==> src/rtl/cpu_vector_offload.sv <==
// CPU-side initiator for the scalar-core to vector-unit coprocessor link.
// Latches one vector op from EX, offers it until acked, and returns scalar results to WB.
module cpu_vector_offload #(
   parameter int MAX_PEND_LSU = 4
) (
   input  logic        clk_i,
   input  logic        rst_i,
   input  logic        ex_vec_valid_i,
   input  logic [31:0] ex_vec_inst_i,
   input  logic [31:0] ex_rs1_val_i,
   input  logic [31:0] ex_rs2_val_i,
   input  logic [4:0]  ex_rd_i,
   input  logic        flush_i,
   input  logic        mem_fence_i,
   output logic        stall_o,
   output logic        fence_stall_o,
   output logic        wb_valid_o,
   output logic [4:0]  wb_rd_o,
   output logic [31:0] wb_data_o,
   output logic        protocol_err_o,
   output logic        vector_inst_valid_o,
   output logic [31:0] vector_inst_o,
   output logic [31:0] vector_xrs1_val_o,
   output logic [31:0] vector_xrs2_val_o,
   input  logic        vector_ack_i,
   input  logic        vector_writeback_i,
   input  logic        vector_pend_lsu_i,
   input  logic        vector_lsu_valid_i,
   input  logic        vector_result_valid_i,
   input  logic [31:0] vector_result_i
);

   localparam int CNT_W = $clog2(MAX_PEND_LSU + 1);

   typedef enum logic [1:0] {IDLE, ISSUE, WAIT_RES} state_t;

   state_t             state;
   logic [31:0]        inst_q;
   logic [31:0]        rs1_q;
   logic [31:0]        rs2_q;
   logic [4:0]         rd_q;
   logic [CNT_W-1:0]   cnt;
   logic               err_q;

   logic is_vmem;
   logic lsu_full;
   logic offer;
   logic fire;
   logic inc;
   logic dec;
   logic res_take;

   assign is_vmem  = (inst_q[6:0] == 7'h07) || (inst_q[6:0] == 7'h27);
   assign lsu_full = (cnt == CNT_W'(MAX_PEND_LSU));

   // A vector memory op is held back while the LSU tracker is full; flush kills the offer.
   assign offer    = (state == ISSUE) && !flush_i && !(is_vmem && lsu_full);
   assign fire     = offer && vector_ack_i;
   assign inc      = fire && vector_pend_lsu_i && !lsu_full;
   assign dec      = vector_lsu_valid_i;
   assign res_take = (state == WAIT_RES) && vector_result_valid_i;

   assign vector_inst_valid_o = offer;
   assign vector_inst_o       = inst_q;
   assign vector_xrs1_val_o   = rs1_q;
   assign vector_xrs2_val_o   = rs2_q;
   assign protocol_err_o      = err_q;

   assign wb_valid_o = res_take && (rd_q != 5'd0);
   assign wb_rd_o    = res_take ? rd_q : 5'd0;
   assign wb_data_o  = res_take ? vector_result_i : 32'd0;

   assign fence_stall_o = mem_fence_i && ((cnt != '0) || ((state == ISSUE) && is_vmem));

   always_comb begin
      stall_o = 1'b0;
      case (state)
         IDLE:     stall_o = ex_vec_valid_i;
         // Only a fire without a scalar result lets EX retire from ISSUE.
         ISSUE:    stall_o = !(fire && !vector_writeback_i);
         WAIT_RES: stall_o = !vector_result_valid_i;
         default:  stall_o = 1'b0;
      endcase
   end

   always_ff @(posedge clk_i) begin
      if (rst_i) begin
         state  <= IDLE;
         inst_q <= '0;
         rs1_q  <= '0;
         rs2_q  <= '0;
         rd_q   <= '0;
         cnt    <= '0;
         err_q  <= 1'b0;
      end else begin
         case (state)
            IDLE: begin
               if (ex_vec_valid_i && !flush_i) begin
                  inst_q <= ex_vec_inst_i;
                  rs1_q  <= ex_rs1_val_i;
                  rs2_q  <= ex_rs2_val_i;
                  rd_q   <= ex_rd_i;
                  state  <= ISSUE;
               end
            end
            ISSUE: begin
               if (flush_i)
                  state <= IDLE;
               else if (fire)
                  state <= vector_writeback_i ? WAIT_RES : IDLE;
            end
            // Flush is ignored here: the VPU already owns the op and will answer.
            WAIT_RES: begin
               if (vector_result_valid_i)
                  state <= IDLE;
            end
            default: state <= IDLE;
         endcase

         if (inc && !dec)
            cnt <= cnt + CNT_W'(1);
         else if (dec && !inc && (cnt != '0))
            cnt <= cnt - CNT_W'(1);

         if ((dec && !inc && (cnt == '0)) || (vector_result_valid_i && (state != WAIT_RES)))
            err_q <= 1'b1;
      end
   end

endmodule

==> config.mk <==
export PLATFORM = sky130hd
export DESIGN_NAME = cpu_vector_offload
export DESIGN_NICKNAME = d
export VERILOG_FILES = /design/src/rtl/cpu_vector_offload.sv
export SDC_FILE = /design/constraint.sdc
export NUM_CORES = 1
export LEC_CHECK = 0
export ABC_AREA = 1
export CORE_AREA = 2 2 108 110
export CTS_CLUSTER_SIZE = 12
export DETAILED_ROUTE_END_ITERATION = 6
export DIE_AREA = 0 0 110 112
export GPL_TIMING_DRIVEN = 0
export PLACE_DENSITY_LB_ADDON = 0.08
export SYNTH_ARGS = -nofsm -noshare
export SYNTH_HDL_FRONTEND = slang
export SYNTH_SLANG_ARGS = --single-unit
==> constraint.sdc <==
create_clock -name clk_i -period 5.4 [get_ports clk_i]
set_input_delay 0.81 -clock clk_i [delete_from_list [all_inputs] [get_ports clk_i]]
set_output_delay 0.81 -clock clk_i [all_outputs]
set_load 0.02 [all_outputs]
# Yosys cells after proc, flatten, opt, wreduce, memory -nomap -nowiden
# Index checks and enable logic that the tools add are counted.
# Widths: inputs -> output; s select.
# totals
regBits,107
out_inout_bits,138
# classes
n_reduce_logical,35
muxes,11
n_addsub,2
eq_ne,9
# ops
op,n
$mux 32,1
$logic_and 1x1->1,17
$mux 2,5
$logic_not 1->1,8
$eq 7x3->1 const B,1
$eq 7x6->1 const B,1
$mux 3,2
$ne 2x2->1 const B,3
$pmux 2 s3,1
$mux 5,1
$reduce_bool 5->1,1
$add 3x1->3 const B,1
$eq 3x3->1 const B,1
$logic_not 3->1,1
$logic_or 1x1->1,3
$ne 3x3->1 const B,1
$pmux 1 s3,1
$reduce_and 3->1,1
$reduce_bool 3->1,1
$sub 3x1->3 const B,1
$eq 2x1->1 const B,1
$eq 2x2->1 const B,1
$logic_not 2->1,1
$reduce_and 2->1,1
$reduce_bool 2->1,1

# Logic depth before layout (Yosys ltp)
# Gate-level depths: netlist (run 1).
# depth
word_depth,13
mapped_depth,13

# Worst setup path before layout (run 1)
# No wires, ideal clock.
# synth_path
path_type,in2out
startpoint,input vector_result_valid_i
endpoint,output wb_data_o[0]
t_arrival_ns,1.561
path_buffers,1
path_slack_ns,3.029
path_stages,5
path_cell_list,inv_1 > nor2_1 > inv_2 > buf_1 > nor2_1
# synth_between
elab_chain_len,2
# synth_lines
item,line,text
from (decl),29,"input logic vector_result_valid_i,"
$logic_and 1x1->1,61,assign res_take = (state == WAIT_RES) && vector_result_valid_i;
$mux 32,71,assign wb_data_o = res_take ? vector_result_i : 32'd0;
to (decl),19,"output logic [31:0] wb_data_o,"
# Every way passes these cells.

# Worst setup path after layout (run 1)
# layout_path
startpoint,input vector_result_valid_i
endpoint,output wb_rd_o[2]
# layout_between
elab_chain_len,2
# layout_lines
item,line,text
$logic_and 1x1->1,61,
$mux 5,70,assign wb_rd_o = res_take ? rd_q : 5'd0;
to (decl),18,"output logic [4:0] wb_rd_o,"
# Every way passes these cells.

==> results of run 1 <==
==> cell usage in the layout (no fill, tap or decap), types with 2 or more instances in the layout <==
master	Yosys	layout
clkdlybuf4s50_1	0	280
nor2_1	239	239
dfxtp_1	107	107
o21ai_0	87	87
inv_1	50	50
o21ai_1	17	17
clkbuf_1	12	15
nand2_1	12	12
buf_2	11	11
a21oi_1	10	10
clkbuf_16	0	9
buf_4	7	7
nand3_1	6	6
inv_2	5	5
nand4_1	3	3
clkinvlp_4	0	3
nand2_2	2	2
nand3_2	2	2
a21boi_0	2	2
buf_6	2	2
==> cell type report <==
type                            count  area share, %
Tap cell                          143           2.38
Buffer                             35           2.54
Multi-Input combinational cell    390           23.0
Sequential cell                   107           28.5
Timing Repair Buffer              280           37.3
Clock inverter                      4          0.366
Inverter                           56           2.83
Clock buffer                       12           3.14
==> metrics by stage <==
step / setup slack [ns] / cells / util, %
floorplan: 3.03 / 588 / -
global placement: 1.94 / 1011 / 65.0
detailed placement: 1.92 / 1011 / 65.0
CTS: 1.91 / 1027 / 67.3
global route: 1.79 / 1027 / 67.3
finish: 1.96 / 1027 / 67.3
==> critical path, stage by stage <==
cell	delay, ns
clkdlybuf4s50_1	0.48
inv_1	0.05
nor2_1	0.16
inv_2	0.11
buf_1	0.23
nor2_1	0.14
clkdlybuf4s50_1	0.65
==> registers in the layout, summed over array words and instances (netlist names) <==
register and count:
vector_xrs1_val_o 32, rd_q 5, vector_xrs2_val_o 32, state 2, protocol_err_o 1, vector_inst_o 32, cnt 3
==> layer usage <==
metal  GRT usage, %  vias to the layer above
met1           26.1                     2106
met3           8.14                       29
met4           9.28                        0
met5              0                        -
li1               -                     2410
met2           40.8                      182
==> cells by family (layout without fill, tap and decap cells) <==
| group | Yosys count | count (layout) |
|---|---|---|
| and+or+nand+nor | 270 | 270 |
| AOI/OAI and AO/OA | 119 | 119 |
| DFF | 107 | 107 |
| buffers and inverters | 91 | 387 |
| adders and majority gates | 1 | 1 |
==> final timing paths <==
path                                            start  depth (start not counted)  slack [ns]         end
worst max-delay path            vector_result_valid_i                          7        1.96  wb_rd_o[2]
worst min-delay path                          rd_q[4]                          2        0.47     rd_q[4]
worst max register to register               state[1]                         11        3.49      cnt[2]
worst min register to register                rd_q[4]                          2        0.47     rd_q[4]
==> cells in the mapped netlist, types with 2 or more instances <==
master / number
o21ai_0: 87
inv_2: 5
nand3_1: 6
buf_4: 7
inv_1: 50
nand2_2: 2
o21ai_1: 17
dfxtp_1: 107
buf_2: 11
a21boi_0: 2
buf_6: 2
nor2_1: 239
nand4_1: 3
nand2_1: 12
clkbuf_1: 12
a21oi_1: 10
nand3_2: 2
==> where the power goes <==
part	internal [W]	switching [W]
Sequential	0.000869	0.0000470
Combinational	0.000308	0.000319
Clock	0.000313	0.000284
Total	0.00149	0.000650
==> results.tsv, run 1 <==
metric	value	unit
synthesized-area fraction occupied by adder cells	0.468	%
Final min period	3.44	ns
global-route wire length before repair	22800	um
Synth warnings	0	
Initial Util	38.3	%
P_leak	3.22	nW
CP Class	input port to primary output	
DIE HEIGHT	112	um
IO Port Bufs	280	
worst min-delay path class	flop to flop	
worst path arrival time	2.63	ns
cell area after synthesis	0.00428	mm^2
gr ovfl total	0	
asr flop ratio synth	0	%
vias in the first global route	4673	
Avg Inst Size Synth	7.27	um^2
synthesized net count	732	
htree depth	3	
top sig layer	met4	
fill count	953	
Primary FF master, synth	dfxtp_1	
CTS tree	yes	
post-synthesis mux area share	0	%
endpoints failing hold	0	
sequential area share after synthesis	50.1	%
core box area	0.0112	mm^2
PD cells	284	mW/mm^2
Worst-Margin Slew	0.430	ns
Site Rows	39	
top cells by area, synth	dfxtp_1 (50%), nor2_1 (21%), o21ai_0 (10%)	
vias	4727	
Setup TNS	0	ns
multi-input logic area	0.00173	mm^2
clock transition at the registers of the reported paths	0.07	ns
root buffer cell	clkbuf_16	
clk sinks	107	
number of diodes	0	
routability cong.	0.846	
postcts setup bufs	0	
Clock Latency Late Sink	0.34	ns
synthesis-to-layout area growth	75.9	%
max capacitance violation total	0	
endpoint class of the critical path	primary output	
final setup fails	0	
area of the die	0.0123	mm^2
Worst Clk Skew	0.00548	ns
Netlist cell types	31	
compound-cell area share of the yosys netlist	14.3	%
total track usage	23.6	%
Slew HR	71.3	%
crit share post-route	63.8	%
peak supply drop	0.156	mV
status	finished, final reports clean	
Max clock buf depth	2	
vias per inst	4.60	
Non-Filler Cell Area, Final	0.00752	mm^2
hold slack	0.472	ns
initial antenna violation count	0	
routed wire length on met3	1510	um
DRC Markers	0	
simple-gate share of the synthesized area	25.7	%
largest net degree at the start of global routing	17	
Routed Wire Length	14500	um
Post-synth EDFFs	0	
area share of the largest cell type after synthesis	50.1	%
Post-DP Area	0.00726	mm^2
Worst Path Required	4.59	ns
die width	110	um
xor/xnor share of the synthesized area	0	%
max-slew violation count	0	
WL/cell	14.1	um
share of cells above drive strength 1	6.00	%
DP HPWL	11400	um
Num CTS Buffers	9	
met2 routed WL	7070	um
DR iter-0 viols	215	
RSZ-0062 raised after global routing	no	
combinational family with the most area after synthesis	simple AND/OR/NAND/NOR gates	
post-synthesis cell count	588	
Max Fclk	290	MHz
Max FO, Critical Path	10	
Yosys top cell by area	dfxtp_1	
CTS Hold Buffers Added	0	
power consumption	0.00214	W
CTS resizes	0	
CP startpoint kind	input port	
1st-pass router iterations	6	
Routed Antenna Nets	0	
NumNets Final	1023	
WL met1	5550	um
Seq cells post-synth	107	
I/O pin count	281	
Reg area	0.00214	mm^2
Note: power is estimated with default switching activity, not from simulation.
==> inputs of run 2 (changes only) <==
--- a/config.mk
+++ b/config.mk
@@ -6,10 +6,10 @@
 export NUM_CORES = 1
 export LEC_CHECK = 0
 export ABC_AREA = 1
-export CORE_AREA = 2 2 108 110
+export CORE_MARGIN = 1.5
+export CORE_UTILIZATION = 36
 export CTS_CLUSTER_SIZE = 12
 export DETAILED_ROUTE_END_ITERATION = 6
-export DIE_AREA = 0 0 110 112
 export GPL_TIMING_DRIVEN = 0
 export PLACE_DENSITY_LB_ADDON = 0.08
 export SYNTH_ARGS = -nofsm -noshare
==> constraint.sdc (replaced) <==
create_clock -name clk_i -period 3.5 [get_ports clk_i]
set_input_delay 0.525 -clock clk_i [delete_from_list [all_inputs] [get_ports clk_i]]
set_output_delay 0.525 -clock clk_i [all_outputs]
set_load 0.02 [all_outputs]
==> results.tsv, run 2 (synthesized netlist as in run 1, its figures left out) <==
metric	value	unit
status	finished, violations left	
failing checks	design-rule violations	
Post-Place Cells	1011	
DRC Markers	21	
most frequent cells in the layout	clkdlybuf4s50_1 (280), nor2_1 (239), dfxtp_1 (107), o21ai_0 (87), inv_1 (50)	
total track usage	24.7	%
clk sinks	107	
crit share post-route	83.9	%
Worst-Margin Slew	0.459	ns
1st-pass router iterations	7	
endpoint class of the critical path	primary output	
routability cong.	0.828	
CTS Hold Buffers Added	0	
Routed Wire Length	15600	um
synthesis-to-layout area growth	76.1	%
RSZ-0062 raised after global routing	no	
gr ovfl total	0	
CTS tree	yes	
root buffer cell	clkbuf_16	
worst min-delay path class	flop to flop	
Max clock buf depth	2	
Routed Antenna Nets	0	
largest net degree at the start of global routing	19	
Crit path buffers/inverters	5	
I/O pin count	281	
Worst Clk Skew	0.0107	ns
fill count	1006	
CP top delay family	buffers and inverters	
reg2reg setup slack	1.59	ns
share of cells above drive strength 1	6.33	%
Worst Path Required	2.97	ns
final core utilization	65.4	%
most common cell after layout, fill and taps aside	clkdlybuf4s50_1	
final setup fails	0	
postcts setup bufs	0	
endpoints failing hold	0	
area of the die	0.0125	mm^2
initial antenna violation count	0	
Max Fclk	341	MHz
vias in the first global route	4789	
global-route wire length before repair	24400	um
Slowest-stage cell, CP	clkdlybuf4s50_1	
critical path, cell by cell	clkdlybuf4s50_1 > inv_1 > nor2_1 > inv_2 > buf_1 > nor2_1 > clkdlybuf4s50_1	
vias	4826	
DP HPWL	12300	um
Num CTS Buffers	9	
max-slew violation count	0	
Max FO, Critical Path	10	
Clock Latency Late Sink	0.34	ns
Initial Util	37.1	%
CP Class	input port to primary output	
max capacitance violation total	0	
WL/cell	15.2	um
core box area	0.0115	mm^2
IO Port Bufs	280	
power consumption	0.00334	W
CTS resizes	0	
Site Rows	39	
PD cells	444	mW/mm^2
slowest stage delay, CP	0.63	ns
htree depth	3	
die width	112	um
peak supply drop	0.272	mV
Setup TNS	0	ns
vias per inst	4.70	
CP startpoint kind	input port	
Final min period	2.94	ns
number of diodes	0	
NumNets Final	1023	
Slew HR	69.4	%
DIE HEIGHT	112	um
worst path arrival time	2.41	ns
P_leak	3.24	nW
fin cells	1027	
DR iter-0 viols	260	
clock transition at the registers of the reported paths	0.07	ns
==> run 2: cell count changes in the layout (fill, tap and decap cells not counted) <==
cell | previous run | this run
clkinv_2 | 1 | 4
clkinvlp_4 | 3 | 0
inv_8 | 0 | 1
inv_6 | 0 | 2
clkbuf_1 | 15 | 12
==> run 2: path summary, 6_finish.rpt <==
kind / from / to / cells after the start
min reg2reg: rd_q[4] / rd_q[4] / 2
min: rd_q[4] / rd_q[4] / 2
max reg2reg: cnt[0] / cnt[2] / 10
max: vector_result_valid_i / wb_data_o[21] / 7
==> run 2: area by class of cell <==
class,instances,area [um^2],area share [%]
repair buffers,280,2800,37.2
flip-flops and latches,107,2140,28.4
multi-input cells,390,1730,23.0
clock buffers,9,225,2.99
inverters,56,213,2.82
plain buffers,35,191,2.54
well taps,143,179,2.38
clock inverters,7,48.8,0.648
==> run 2: power by group <==
group	switching, W	leakage (nW)	internal, W	total [W]
sequential	0.0000731	0.880	0.00134	0.00141
clock	0.000465	0.142	0.000488	0.000953
combinational	0.000499	2.22	0.000474	0.000974
total	0.00104	3.24	0.00230	0.00334
==> run 2: metal layers <==
layer	global-route usage (%)	vias to the layer above	wire length, um
met1	25.9	2197	5700
li1	-	2407	-
met2	46.2	203	8050
met5	0	-	0
met4	9.62	0	344
met3	7.78	19	1470
==> run 2: through the flow <==
step                      worst slack, ns  hold WS (ns)  instance area, um^2
after detailed placement            0.543         0.474                 7260
after global routing                0.412         0.507                 7530
after global placement              0.577         0.462                 7260
after CTS                           0.538         0.484                 7530
after floorplan                      1.70         0.441                 4280
final                               0.565         0.482                 7530
==> run 2: tightest hold or removal path, cell delays in order (launching register included) <==
cell and delay, ns:
dfxtp_1 0.31, inv_1 0.06, a21oi_1 0.06
==> inputs of run 3 (changes only) <==
==> constraint.sdc (replaced) <==
create_clock -name clk_i -period 2.9 [get_ports clk_i]
set_input_delay 0.435 -clock clk_i [delete_from_list [all_inputs] [get_ports clk_i]]
set_output_delay 0.435 -clock clk_i [all_outputs]
set_load 0.02 [all_outputs]
==> results.tsv, run 3 (synthesized netlist as in run 1, its figures left out) <==
metric	value	unit
Initial Util	37.1	%
CP startpoint kind	input port	
Switch Pwr	0.00126	W
CTS tree	yes	
Max Fclk	366	MHz
worst min-delay path class	flop to flop	
Gate power share	29.1	%
Max clock buf depth	2	
fraction of power consumed by sequential logic	42.3	%
die width	112	um
Worst Hold Path Cells	2	
total track usage	24.7	%
share of cells above drive strength 1	6.34	%
area of the die	0.0125	mm^2
largest net degree at the start of global routing	19	
Worst Clk Skew	0.0106	ns
CP Class	input port to primary output	
reg2reg setup slack	0.98	ns
max-slew violation count	0	
reg2reg path depth	10	
NumNets Final	1022	
clk sinks	107	
vias in the first global route	4789	
Setup WS pre-CTS	0.123	ns
Crit Reg-Reg Endpoint	cnt[2]	
worst path arrival time	2.30	ns
Routed Antenna Nets	0	
I/O pin count	281	
routability cong.	0.828	
postcts setup bufs	0	
Num CTS Buffers	9	
final setup fails	0	
WL/cell	15.2	um
Max FO, Critical Path	19	
status	finished, violations left	
hold slack	0.482	ns
DP HPWL	12300	um
Worst Path Required	2.47	ns
vias	4803	
Clock Latency Late Sink	0.34	ns
1st-pass router iterations	7	
PnR worst setup slack	0.169	ns
Crit Reg-Reg Startpoint	cnt[0]	
crit share post-route	94.2	%
gr ovfl total	0	
number of diodes	0	
DIE HEIGHT	112	um
failing checks	design-rule violations	
root buffer cell	clkbuf_16	
Clock power frac	28.6	%
endpoints failing hold	0	
initial antenna violation count	0	
RSZ-0062 raised after global routing	no	
Slew HR	68.8	%
peak supply drop	0.329	mV
Final min period	2.73	ns
synthesis-to-layout area growth	76.0	%
P_leak	3.24	nW
Pint	0.00278	W
power consumption	0.00404	W
htree depth	3	
hold path endpoint	rd_q[4]	
endpoint class of the critical path	primary output	
most frequent cells in the layout	clkdlybuf4s50_1 (280), nor2_1 (239), dfxtp_1 (107), o21ai_0 (87), inv_1 (50)	
IO Port Bufs	280	
Worst-Margin Slew	0.468	ns
Site Rows	39	
vias per inst	4.68	
core box area	0.0115	mm^2
most common cell after layout, fill and taps aside	clkdlybuf4s50_1	
DRC Markers	20	
max capacitance violation total	0	
Net Sw Frac	31.1	%
worst min-delay path startpoint	rd_q[4]	
fill count	1006	
Setup TNS	0	ns
PD cells	536	mW/mm^2
DR iter-0 viols	238	
Routed Wire Length	15600	um
global-route wire length before repair	24400	um
clock transition at the registers of the reported paths	0.07	ns
[run 3: how the worst max path moves through the flow]
stage                                startpoint             to  slack [ns]  cells after the start
after floorplan                vector_inst_o[6]         cnt[2]        1.10                     12
after global placement    vector_result_valid_i  wb_data_o[21]        0.16                      7
after detailed placement  vector_result_valid_i  wb_data_o[21]        0.12                      7
after CTS                 vector_result_valid_i  wb_data_o[21]        0.12                      7
after global routing      vector_result_valid_i  wb_data_o[10]        0.05                      7
final                     vector_result_valid_i   wb_data_o[9]        0.17                      7
[run 3: what timing repair did]
| item | CTS | global route |
|---|---|---|
| endpoints found under the setup margin | 0 | 1 |
| hold buffers | 0 | 0 |
| gates resized for setup | 0 | 0 |
[run 3: per-stage QoR]
step | instance area [um^2] | util [%] | cells
5_1_grt | 7530 | 65.4 | 1026
2_1_floorplan | 4280 | - | 588
3_3_place_gp | 7260 | 63.0 | 1011
6_report | 7530 | 65.4 | 1026
4_1_cts | 7530 | 65.4 | 1027
3_5_place_dp | 7260 | 63.0 | 1011
[run 3: power groups by stage]
stage / clock [W] / sequential [W] / combinational [W]
after floorplan: 0 / 0.00188 / 0.000412
after global placement: 0 / 0.00173 / 0.00116
after detailed placement: 0 / 0.00174 / 0.00118
after CTS: 0.00117 / 0.00171 / 0.00118
after global routing: 0.00124 / 0.00173 / 0.00127
final: 0.00116 / 0.00171 / 0.00118
[run 3: cell type report]
cell class                      instances  area, um^2  area share [%]
Clock inverter                          7        48.8           0.648
Tap cell                              143         179            2.38
Multi-Input combinational cell        390        1730            23.0
Inverter                               56         213            2.83
Clock buffer                            9         225            2.99
Sequential cell                       107        2140            28.5
Buffer                                 34         188            2.49
Timing Repair Buffer                  280        2800            37.2
[run 3: worst max-delay path: stages]
cell	delay (ns)
clkdlybuf4s50_1	0.49
inv_1	0.06
nor2_1	0.15
inv_2	0.16
buf_2	0.21
nor2_1	0.16
clkdlybuf4s50_1	0.63
[run 3: metal layers]
layer | vias up | part of all wire (%) | track usage, %
li1 | 2403 | - | -
met1 | 2191 | 37 | 25.9
met2 | 186 | 51 | 46.2
met3 | 23 | 8.8 | 7.78
met4 | 0 | 2.6 | 9.62
met5 | - | 0 | 0
